**src/rtl/ysyx_22040088_lsu.sv**
```systemverilog
// ============================================================================
// Module   : ysyx_22040088_lsu
// Purpose  : Load/store unit for the NPC core. Runs one memory transaction
//            at a time over a valid/ready request and valid response
//            interface to a 64-bit data memory. Returns a sign- or
//            zero-extended load result for the register-file write-back.
// Config   : LSU_MISALIGN_CHECK_EN - when defined, misaligned half, word and
//            double accesses take the error path. When undefined, the
//            address bits below the access size are ignored.
// Ports    : clk, rst_n (async, active low)
//            upstream   : in_valid, in_ready, mem_ena, mem_wen, mem_mask,
//                         sel_rfres, addr, wdata
//            memory req : dmem_req_valid, dmem_req_ready, dmem_addr,
//                         dmem_we, dmem_wstrb, dmem_wdata
//            memory rsp : dmem_rsp_valid, dmem_rdata
//            completion : out_valid, out_rdata, out_err
// Revision : 1.0 - initial release
// ============================================================================
`default_nettype none

module ysyx_22040088_lsu #(
  parameter int AW = 64,
  parameter int DW = 64
) (
  input  logic          clk,
  input  logic          rst_n,
  input  logic          in_valid,
  output logic          in_ready,
  input  logic          mem_ena,
  input  logic          mem_wen,
  input  logic [3:0]    mem_mask,
  input  logic [2:0]    sel_rfres,
  input  logic [AW-1:0] addr,
  input  logic [DW-1:0] wdata,
  output logic          dmem_req_valid,
  input  logic          dmem_req_ready,
  output logic [AW-1:0] dmem_addr,
  output logic          dmem_we,
  output logic [7:0]    dmem_wstrb,
  output logic [DW-1:0] dmem_wdata,
  input  logic          dmem_rsp_valid,
  input  logic [DW-1:0] dmem_rdata,
  output logic          out_valid,
  output logic [DW-1:0] out_rdata,
  output logic          out_err
);

  typedef enum logic [1:0] {
    S_IDLE = 2'd0,
    S_REQ  = 2'd1,
    S_WAIT = 2'd2,
    S_DONE = 2'd3
  } state_t;

  state_t        r_state;
  logic [AW-1:0] r_dmem_addr;
  logic          r_dmem_we;
  logic [7:0]    r_dmem_wstrb;
  logic [DW-1:0] r_dmem_wdata;
  logic [3:0]    r_mask;
  logic          r_unsigned;
  logic [2:0]    r_off;
  logic [DW-1:0] r_out_rdata;
  logic          r_out_err;

  logic          w_mask_ok;
  logic          w_err;
  logic [2:0]    w_off;
  logic [7:0]    w_size_strb;
  logic [DW-1:0] w_rshift;
  logic [DW-1:0] w_load;
  logic          w_unused;

  // Only the unsigned-load bit matters here; the rest of the select
  // vector belongs to the write-back mux.
  assign w_unused = &{1'b0, sel_rfres[1:0]};

  // Size decode. The byte offset has the bits below the access size
  // cleared, so an unchecked misaligned access lands on its natural lanes.
  always_comb begin
    w_mask_ok   = 1'b1;
    w_size_strb = 8'h00;
    w_off       = 3'b000;
    case (mem_mask)
      4'b0001: begin w_size_strb = 8'hFF; w_off = 3'b000;                end
      4'b0010: begin w_size_strb = 8'h0F; w_off = {addr[2], 2'b00};      end
      4'b0100: begin w_size_strb = 8'h03; w_off = {addr[2:1], 1'b0};     end
      4'b1000: begin w_size_strb = 8'h01; w_off = addr[2:0];             end
      default: begin w_mask_ok   = 1'b0;                                 end
    endcase
  end

`ifdef LSU_MISALIGN_CHECK_EN
  logic w_misalign;
  assign w_misalign = (mem_mask[0] & (|addr[2:0])) |
                      (mem_mask[1] & (|addr[1:0])) |
                      (mem_mask[2] & addr[0]);
  assign w_err = ~w_mask_ok | w_misalign;
`else
  assign w_err = ~w_mask_ok;
`endif

  // Load extraction from the aligned response word.
  assign w_rshift = dmem_rdata >> {r_off, 3'b000};

  always_comb begin
    w_load = w_rshift;
    case (r_mask)
      4'b0010: w_load = r_unsigned ? {{(DW-32){1'b0}}, w_rshift[31:0]}
                                   : {{(DW-32){w_rshift[31]}}, w_rshift[31:0]};
      4'b0100: w_load = r_unsigned ? {{(DW-16){1'b0}}, w_rshift[15:0]}
                                   : {{(DW-16){w_rshift[15]}}, w_rshift[15:0]};
      4'b1000: w_load = r_unsigned ? {{(DW-8){1'b0}}, w_rshift[7:0]}
                                   : {{(DW-8){w_rshift[7]}}, w_rshift[7:0]};
      default: w_load = w_rshift;
    endcase
  end

  always_ff @(posedge clk or negedge rst_n) begin
    if (!rst_n) begin
      r_state      <= S_IDLE;
      r_dmem_addr  <= '0;
      r_dmem_we    <= 1'b0;
      r_dmem_wstrb <= 8'h00;
      r_dmem_wdata <= '0;
      r_mask       <= 4'b0000;
      r_unsigned   <= 1'b0;
      r_off        <= 3'b000;
      r_out_rdata  <= '0;
      r_out_err    <= 1'b0;
    end else begin
      case (r_state)
        S_IDLE: begin
          if (in_valid && mem_ena) begin
            if (w_err) begin
              // Rejected request: complete immediately without touching memory.
              r_out_rdata <= '0;
              r_out_err   <= 1'b1;
              r_state     <= S_DONE;
            end else begin
              r_dmem_addr  <= {addr[AW-1:3], 3'b000};
              r_dmem_we    <= mem_wen;
              r_dmem_wstrb <= w_size_strb << w_off;
              r_dmem_wdata <= wdata << {w_off, 3'b000};
              r_mask       <= mem_mask;
              r_unsigned   <= sel_rfres[2];
              r_off        <= w_off;
              r_state      <= S_REQ;
            end
          end
        end
        S_REQ: begin
          if (dmem_req_ready) begin
            r_state <= S_WAIT;
          end
        end
        S_WAIT: begin
          if (dmem_rsp_valid) begin
            // Store acknowledges carry no result.
            r_out_rdata <= r_dmem_we ? '0 : w_load;
            r_out_err   <= 1'b0;
            r_state     <= S_DONE;
          end
        end
        S_DONE: begin
          r_state <= S_IDLE;
        end
        default: begin
          r_state <= S_IDLE;
        end
      endcase
    end
  end

  assign in_ready       = (r_state == S_IDLE);
  assign dmem_req_valid = (r_state == S_REQ);
  assign out_valid      = (r_state == S_DONE);
  assign dmem_addr      = r_dmem_addr;
  assign dmem_we        = r_dmem_we;
  assign dmem_wstrb     = r_dmem_wstrb;
  assign dmem_wdata     = r_dmem_wdata;
  assign out_rdata      = r_out_rdata;
  assign out_err        = r_out_err;

endmodule

`default_nettype wire

```
**config.mk**
```make
export PLATFORM = sky130hd
export DESIGN_NAME = ysyx_22040088_lsu
export DESIGN_NICKNAME = d
export VERILOG_FILES = /design/src/rtl/ysyx_22040088_lsu.sv
export SDC_FILE = /design/constraint.sdc
export NUM_CORES = 1
export LEC_CHECK = 0
export CORE_MARGIN = 2
export CORE_UTILIZATION = 35
export CTS_BUF_LIST = sky130_fd_sc_hd__clkbuf_8
export DETAILED_ROUTE_END_ITERATION = 6
export PLACE_DENSITY = 0.76
export SLEW_MARGIN = 10
export SYNTH_ARGS = -nofsm -noshare
export SYNTH_HDL_FRONTEND = slang
export SYNTH_SLANG_ARGS = --single-unit
```
**constraint.sdc**
```tcl
create_clock -name clk -period 3.6 [get_ports clk]
set_clock_uncertainty 0.2 [all_clocks]
set_input_delay 0.72 -clock clk [delete_from_list [all_inputs] [get_ports clk]]
set_output_delay 0.72 -clock clk [all_outputs]
set_load 0.01 [all_outputs]
```
==> qor.log, run 1 <==
qor: timing.final_period_minus_worst_setup_slack 3.03 ns
qor: clock_network.worst_setup_hold_path_clk_slew 0.06 ns
qor: clock_network.cts.hold.buffers_added 1
qor: clock_network.cts_repair_resize_count 0
qor: setup_path.rr_worst_depth 6
qor: grt.globalRouteOverflowTotal 0
qor: synth.syn-cell-area 11700 um2
qor: placed_design.place.detailed.hpwl 34.0 mm
qor: pwr.switching_share 0.400
qor: flow_run.cap_viol_max_count 0
qor: synth.synthCells 1210
qor: setup_path.crit_chain buf_4, clkinv_1, a22oi_1, o21ai_0, a21oi_1, o21ai_0
qor: timing.setup-violations-final 0
qor: grt.grt.busiest_layer met2
qor: floorplan.fp-row-count 67
qor: pwr.p_sw 4.96 mW
qor: final_layout.drive_gt1_frac 0.154
qor: synth.synth-seq-area-share 0.446
qor: final_layout.mostFrequentLayoutCells clkdlybuf4s50_1 (404), nand2_1 (327), dfrtp_1 (208), o21ai_0 (85), a21oi_1 (61)
qor: clock_network.insertion_delay 0.56 ns
qor: placed_design.number_of_port_buffers 405
qor: timing.max_freq 0.330 GHz
qor: floorplan.core_region_area 33300 um2
qor: clock_network.cts_buffer_depth 3
qor: pwr.share_of_power_burned_in_registers 0.308
qor: placed_design.routabilityCongestion 0.939
qor: clock_network.number_of_setup_buffers_added_after_cts 0
qor: setup_path.timing.critical_path.required 3.80 ns
qor: synth.synthesis.yosys.warnings 0
qor: routing.drcViolationCount 0
qor: setup_path.critical_path.reg2reg.endpoint out_rdata[8]
qor: timing.finalMaxSlewViolations 0
qor: setup_path.critical-path-top-cell-by-count o21ai_0
qor: floorplan.die_area 35000 um2
qor: timing.period_share 0.842
qor: routing.wl_per_cell 22.2 um
qor: setup_path.cp_slowest_cell clkinv_1
qor: floorplan.die_x_extent 187 um
qor: setup_path.r2r_setup_slack 0.57 ns
qor: synth.synthFlopType dfrtp_1
qor: grt.antenna_found_initial 2
qor: setup_path.r2r_start r_off[1]
qor: grt.use_met1 0.313
qor: setup_path.crit_path_max_incr_delay 0.68 ns
qor: clock_network.cts_buffers 41
qor: synth.async_flop_share 1.00
qor: floorplan.start_util 0.352
qor: grt.grt_util_met3 0.0779
qor: routing.drtAntennaViolNets 0
qor: routing.via_per_inst 5.52
qor: grt.use_met2 0.432
qor: timing.relSlewSlack 0.381
qor: hold_path.holdCritPathClass reg2reg
qor: routing.via_total_after_detailed_routing 11.5k
qor: timing.final_hold_viol_count 0
qor: clock_network.cts_max_level 2
qor: setup_path.worst-setup-path-type reg2reg
qor: pwr.vdd.ir_drop.worst 0.553 mV
qor: setup_path.critical_path.endpoint_type register
qor: final_layout.design_area_final 17200 um2
qor: final_layout.commonest_non_fill_non_tap_cell_in_the_layout clkdlybuf4s50_1
qor: synth.syn_avg_cell_area 9.70 um2
qor: hold_path.hold-path-cell-count 2
qor: timing.tightestPinTransition 0.925 ns
qor: timing.totalNegativeSetupSlack 0 ns
qor: pwr.combPwrFrac 0.503
qor: routing.drt_iter0_markers 970
qor: hold_path.hold_path.startpoint dmem_addr[60]
qor: clock_network.numClockSinks 209
qor: status.outcome complete, no violations
qor: final_layout.antennaDiodeCount 0
qor: routing.routed_wl 46.2 mm
qor: pwr.static-leakage-power 7.31 nW
qor: pwr.pwr-share-clk 0.188
qor: final_layout.flow.area_growth_from_synthesis 46.9%
qor: grt.maximum_number_of_pins_on_one_net_before_global_route_repair 92
qor: final_layout.final_net_count 1816
qor: pwr.pwr_density_cell 719 nW/um2
qor: grt.groute.usage.overall 0.260
qor: grt.grt_pass1_wl 70.4 mm
qor: timing.holdWs 0.269 ns
qor: floorplan.io_pins 411
qor: setup_path.cp_max_fo 42
qor: clock_network.tritoncts built
qor: timing.grt_setup_unrepaired false
qor: setup_path.crit_arrival 3.23 ns
qor: placed_design.placed_area 16400 um2
qor: hold_path.whs_endpoint dmem_addr[60]
qor: routing.drtPass1Iterations 5
qor: setup_path.critical_path.startpoint_type register
qor: clock_network.root_buffer clkbuf_8
qor: floorplan.die-height 187 um
qor: pwr.internal_power 7.43 mW
qor: synth.synth.lib_cells_used.distinct 67
qor: synth.synth-seq-cells 209
qor: synth.synth-edff-count 0
qor: grt.first_global_vias 11.7k
-- cell type report --
class,instances,area [um2]
fill,3068,16000
multi-input combinational,891,6020
sequential,209,5230
timing repair buffer,455,4600
clock buffer,46,633
tap,448,561
clock inverter,28,154
inverter,8,30.0
-- worst max path at each step --
stage,start,to,slack [ns],depth (start not counted)
after global placement,mem_mask[3],dmem_wdata[52],0.22,8
final,r_off[1],out_rdata[8],0.57,6
after detailed placement,mem_mask[3],dmem_wdata[52],0.20,8
after CTS,r_state[0],in_ready,0.58,3
after global routing,r_off[1],out_rdata[8],0.47,6
after floorplan,mem_mask[2],dmem_wdata[38],0.67,8
-- cells by family after synthesis --
logic type | share of synthesized area
fa+ha+maj | 0.00427
buf+inv | 0.0434
compound gates | 0.166
xor+xnor | 0.00299
simple gates | 0.169
other cells | 0.000320
mux | 0.168
flops | 0.446
-- cell usage after synthesis (17+ instances only) --
cell type | instances | area share
a21oi_1 | 61 | 0.026
a22oi_1 | 31 | 0.020
o211ai_1 | 17 | 0.011
nand2_1 | 327 | 0.10
mux2i_1 | 18 | 0.015
nor3_1 | 21 | 0.0090
mux4_2 | 54 | 0.10
clkbuf_1 | 61 | 0.020
nand3_1 | 32 | 0.014
dfrtp_1 | 209 | 0.45
o21ai_0 | 85 | 0.036
a22o_1 | 17 | 0.013
mux2_2 | 48 | 0.046
buf_2 | 31 | 0.013
nor2_1 | 52 | 0.017
-- through the flow --
| stage | worst slack (ns) | std cells | utilization | power, mW |
|---|---|---|---|---|
| CTS | 0.581 | 2085 | 0.518 | 12.5 |
| floorplan | 0.671 | 1212 | - | 6.88 |
| global route | 0.466 | 2085 | 0.518 | 13.2 |
| global placement | 0.224 | 2010 | 0.494 | 9.93 |
| finish | 0.568 | 2085 | 0.518 | 12.4 |
| detailed placement | 0.203 | 2010 | 0.494 | 10.0 |
-- per-layer routing --
metal	part of all wire	wire length, um
met1	0.37	17200
met4	0.042	1960
met5	0.00063	29
met3	0.10	4630
met2	0.49	22400
-- worst max-delay path: cells and delay by family (launching register included) --
family / cells / cell delay (ns)
buf+inv: 2 / 1.15
flops: 1 / 0.45
compound gates: 4 / 1.08
-- state kept, by name, indices dropped and copies added, names as in the netlist --
signal      count
dmem_wdata     64
out_err         1
dmem_addr      61
r_unsigned      1
out_rdata      64
dmem_we         1
dmem_wstrb      8
r_state         2
r_mask          4
r_off           3
-- power groups by stage --
stage	Sequential (mW)	Combinational (mW)	Clock, mW
global route	3.92	6.73	2.51
floorplan	4.08	2.80	0
global placement	3.81	6.12	0
detailed placement	3.83	6.21	0
finish	3.82	6.24	2.34
CTS	3.82	6.25	2.41
Note: power is estimated with default switching activity, not from simulation.
==> inputs of run 2 (changes only) <==
Clock period 3.6 ns to 3.03 ns, I/O delays scaled along.
==> run 2 against run 1 <==
Effect of this change: cell area is 3.8% higher; combinational power up 24%; setup slack worse by 0.39 ns.
==> qor.log, run 2 (same netlist as run 1, synthesis figures left out) <==
qor: setup_path.r2r_setup_slack 0.36 ns [was 0.57 ns]
qor: grt.globalRouteOverflowTotal 0 [unchanged]
qor: timing.final_hold_viol_count 0 [unchanged]
qor: pwr.vdd.ir_drop.worst 0.517 mV [was 0.553 mV]
qor: placed_design.place.detailed.hpwl 35.1 mm [was 34.0 mm]
qor: pwr.combPwrFrac 0.513 [was 0.503]
qor: setup_path.timing.critical_path.required 2.22 ns [was 3.80 ns]
qor: floorplan.die_x_extent 187 um [unchanged]
qor: routing.via_per_inst 5.47 [was 5.52]
qor: pwr.p_sw 5.95 mW [was 4.96 mW]
qor: clock_network.tritoncts built [unchanged]
qor: timing.tightestPinTransition 0.852 ns [was 0.925 ns]
qor: setup_path.setup.worst_path.start r_state[0] [was r_off[1]]
qor: setup_path.crit_path_max_incr_delay 0.61 ns [was 0.68 ns]
qor: timing.final_period_minus_worst_setup_slack 2.85 ns
qor: pwr.static-leakage-power 7.70 nW [was 7.31 nW]
qor: clock_network.insertion_delay 0.55 ns [was 0.56 ns]
qor: placed_design.dp_cells 2082 [was 2010]
qor: final_layout.seq_area 5230 um2 [unchanged]
qor: setup_path.critical_path.startpoint_type register [unchanged]
qor: final_layout.total_area_of_multi_input_combinational_cells 6020 um2 [unchanged]
qor: pwr.share_of_power_burned_in_registers 0.304 [was 0.308]
qor: routing.drtPass1Iterations 4 [was 5]
qor: floorplan.io_pins 411 [unchanged]
qor: final_layout.commonest_non_fill_non_tap_cell_in_the_layout clkdlybuf4s50_1 [unchanged]
qor: floorplan.fp-row-count 67 [unchanged]
qor: timing.grt_setup_unrepaired false [unchanged]
qor: final_layout.mostFrequentLayoutCells clkdlybuf4s50_1 (404), nand2_1 (327), dfrtp_1 (208), buf_4 (99), o21ai_0 (85) [was clkdlybuf4s50_1 (404), nand2_1 (327), dfrtp_1 (208), o21ai_0 (85), a21oi_1 (61)]
qor: setup_path.critical_path.reg2reg.endpoint out_rdata[63] [was out_rdata[8]]
qor: pwr.totalPowerFinal 15.0 mW [was 12.4 mW]
qor: routing.routed_wl 46.1 mm [was 46.2 mm]
qor: clock_network.worst_setup_hold_path_clk_slew 0.06 ns [about the same]
qor: routing.drtAntennaViolNets 0 [unchanged]
qor: status.outcome complete, no violations [unchanged]
qor: timing.relSlewSlack 0.427 [was 0.381]
qor: final_layout.flow.area_growth_from_synthesis 52.5% [was 46.9%]
qor: floorplan.die_area 35000 um2 [unchanged]
qor: clock_network.root_buffer clkbuf_8 [unchanged]
qor: clock_network.cts_buffer_depth 3 [unchanged]
qor: routing.wl_per_cell 21.4 um [was 22.2 um]
qor: final_layout.n_fill_cell 2946 [was 3068]
qor: routing.drt_iter0_markers 922 [was 970]
qor: clock_network.cts_max_level 2 [unchanged]
qor: setup_path.cp_slowest_cell clkdlybuf4s50_1 [was clkinv_1]
qor: clock_network.numClockSinks 209 [unchanged]
qor: setup_path.r2r_start r_off[2] [was r_off[1]]
qor: setup_path.cp_max_fo 9 [was 42]
qor: timing.holdWs 0.272 ns [was 0.269 ns]
qor: pwr.pwr_density_cell 841 nW/um2 [was 719 nW/um2]
qor: final_layout.drive_gt1_frac 0.186 [was 0.154]
qor: placed_design.routabilityCongestion 0.967 [was 0.939]
qor: grt.grt_pass1_wl 70.8 mm [was 70.4 mm]
qor: floorplan.start_util 0.352 [unchanged]
qor: timing.period_share 0.940
qor: setup_path.crit_arrival 2.04 ns [was 3.23 ns]
qor: final_layout.final_core_utilization 0.538 [was 0.518]
qor: setup_path.crit_chain inv_1, ha_1, clkdlybuf4s50_1 [was buf_4, clkinv_1, a22oi_1, o21ai_0, a21oi_1, o21ai_0]
qor: setup_path.rr_worst_depth 7 [was 6]
qor: setup_path.worst-setup-path-type reg2out [was reg2reg]
qor: grt.antenna_found_initial 1 [was 2]
qor: timing.finalMaxSlewViolations 0 [unchanged]
qor: placed_design.number_of_port_buffers 405 [unchanged]
qor: final_layout.final_net_count 1887 [was 1816]
qor: grt.first_global_vias 11.9k [was 11.7k]
qor: grt.maximum_number_of_pins_on_one_net_before_global_route_repair 71 [was 92]
qor: hold_path.holdCritPathClass reg2reg [unchanged]
qor: clock_network.cts_buffers 40 [was 41]
qor: routing.via_total_after_detailed_routing 11.8k [was 11.5k]
qor: final_layout.fin_cells 2154 [was 2085]
qor: grt.groute.usage.overall 0.260 [about the same]
qor: pwr.switching_share 0.396 [was 0.400]
qor: setup_path.critical_path.endpoint_type output port [was register]
qor: flow_run.cap_viol_max_count 0 [unchanged]
qor: final_layout.antennaDiodeCount 0 [unchanged]
qor: floorplan.die-height 187 um [unchanged]
qor: timing.max_freq 0.351 GHz
qor: setup_path.worst_setup_endpoint in_ready [was out_rdata[8]]
qor: timing.setup-violations-final 0 [unchanged]
qor: routing.drcViolationCount 0 [unchanged]
qor: pwr.pwr-share-clk 0.184 [was 0.188]
qor: floorplan.core_region_area 33300 um2 [unchanged]
qor: pwr.internal_power 9.09 mW [was 7.43 mW]
-- run 2: changes by cell type in the layout (fill, tap and decap cells not counted), sizes merged --
cell / change
clkinvlp: -2
clkinv: -6
buf: +72
inv: +5
-- run 2: metrics by stage --
step	setup slack (ns)	TNS (ns)	instance area [um2]
after floorplan	0.215	0	11700
after detailed placement	-0.103	-2.12	17100
final	0.182	0	17900
after global routing	0.0639	0	17900
after global placement	-0.0651	-0.704	17100
after CTS	0.167	0	17900
-- run 2: worst max-delay path: cells and delay by family (launching register included) --
kind,cells,cell delay (ns)
fa+ha+maj,1,0.36
buf+inv,2,0.71
flops,1,0.41
-- run 2: area by class of cell --
class / count / area share
Multi-Input combinational cell: 891 / 0.337
Timing Repair Buffer: 527 / 0.294
Sequential cell: 209 / 0.293
Clock buffer: 46 / 0.0354
Tap cell: 448 / 0.0313
Clock inverter: 25 / 0.00860
Inverter: 8 / 0.00168
-- run 2: worst min-delay path by stage --
stage / start / endpoint / slack, ns / depth (start not counted)
6_report: dmem_addr[9] / dmem_addr[9] / 0.27 / 2
5_1_grt: out_rdata[53] / out_rdata[53] / 0.29 / 2
4_1_cts: dmem_addr[5] / dmem_addr[5] / 0.28 / 2
3_5_place_dp: dmem_addr[51] / dmem_addr[51] / 0.26 / 2
3_3_place_gp: dmem_addr[21] / dmem_addr[21] / 0.26 / 2
2_1_floorplan: rst_n / dmem_addr[10] / 0.11 / 0
-- run 2: timing repair --
action                     in CTS  in global routing
hold endpoints to repair       65                  0
setup buffers                   0                  0
hold buffers                    1                  0
gates resized for setup         0                  0
setup endpoints to repair       0                  0
-- run 2: power by group through the flow --
stage | clock network, mW | logic (mW) | registers (mW)
floorplan | 0 | 3.33 | 4.85
global placement | 0 | 7.54 | 4.57
detailed placement | 0 | 7.68 | 4.58
CTS | 2.84 | 7.72 | 4.57
global route | 2.98 | 8.28 | 4.69
finish | 2.76 | 7.71 | 4.57
-- run 2: routing by layer --
metal,GRT usage,wire length [um],up-vias
met1,0.317,17300,5705
met5,0,0,-
li1,-,-,5288
met4,0.126,2330,0
met2,0.431,21900,685
met3,0.0679,4600,114
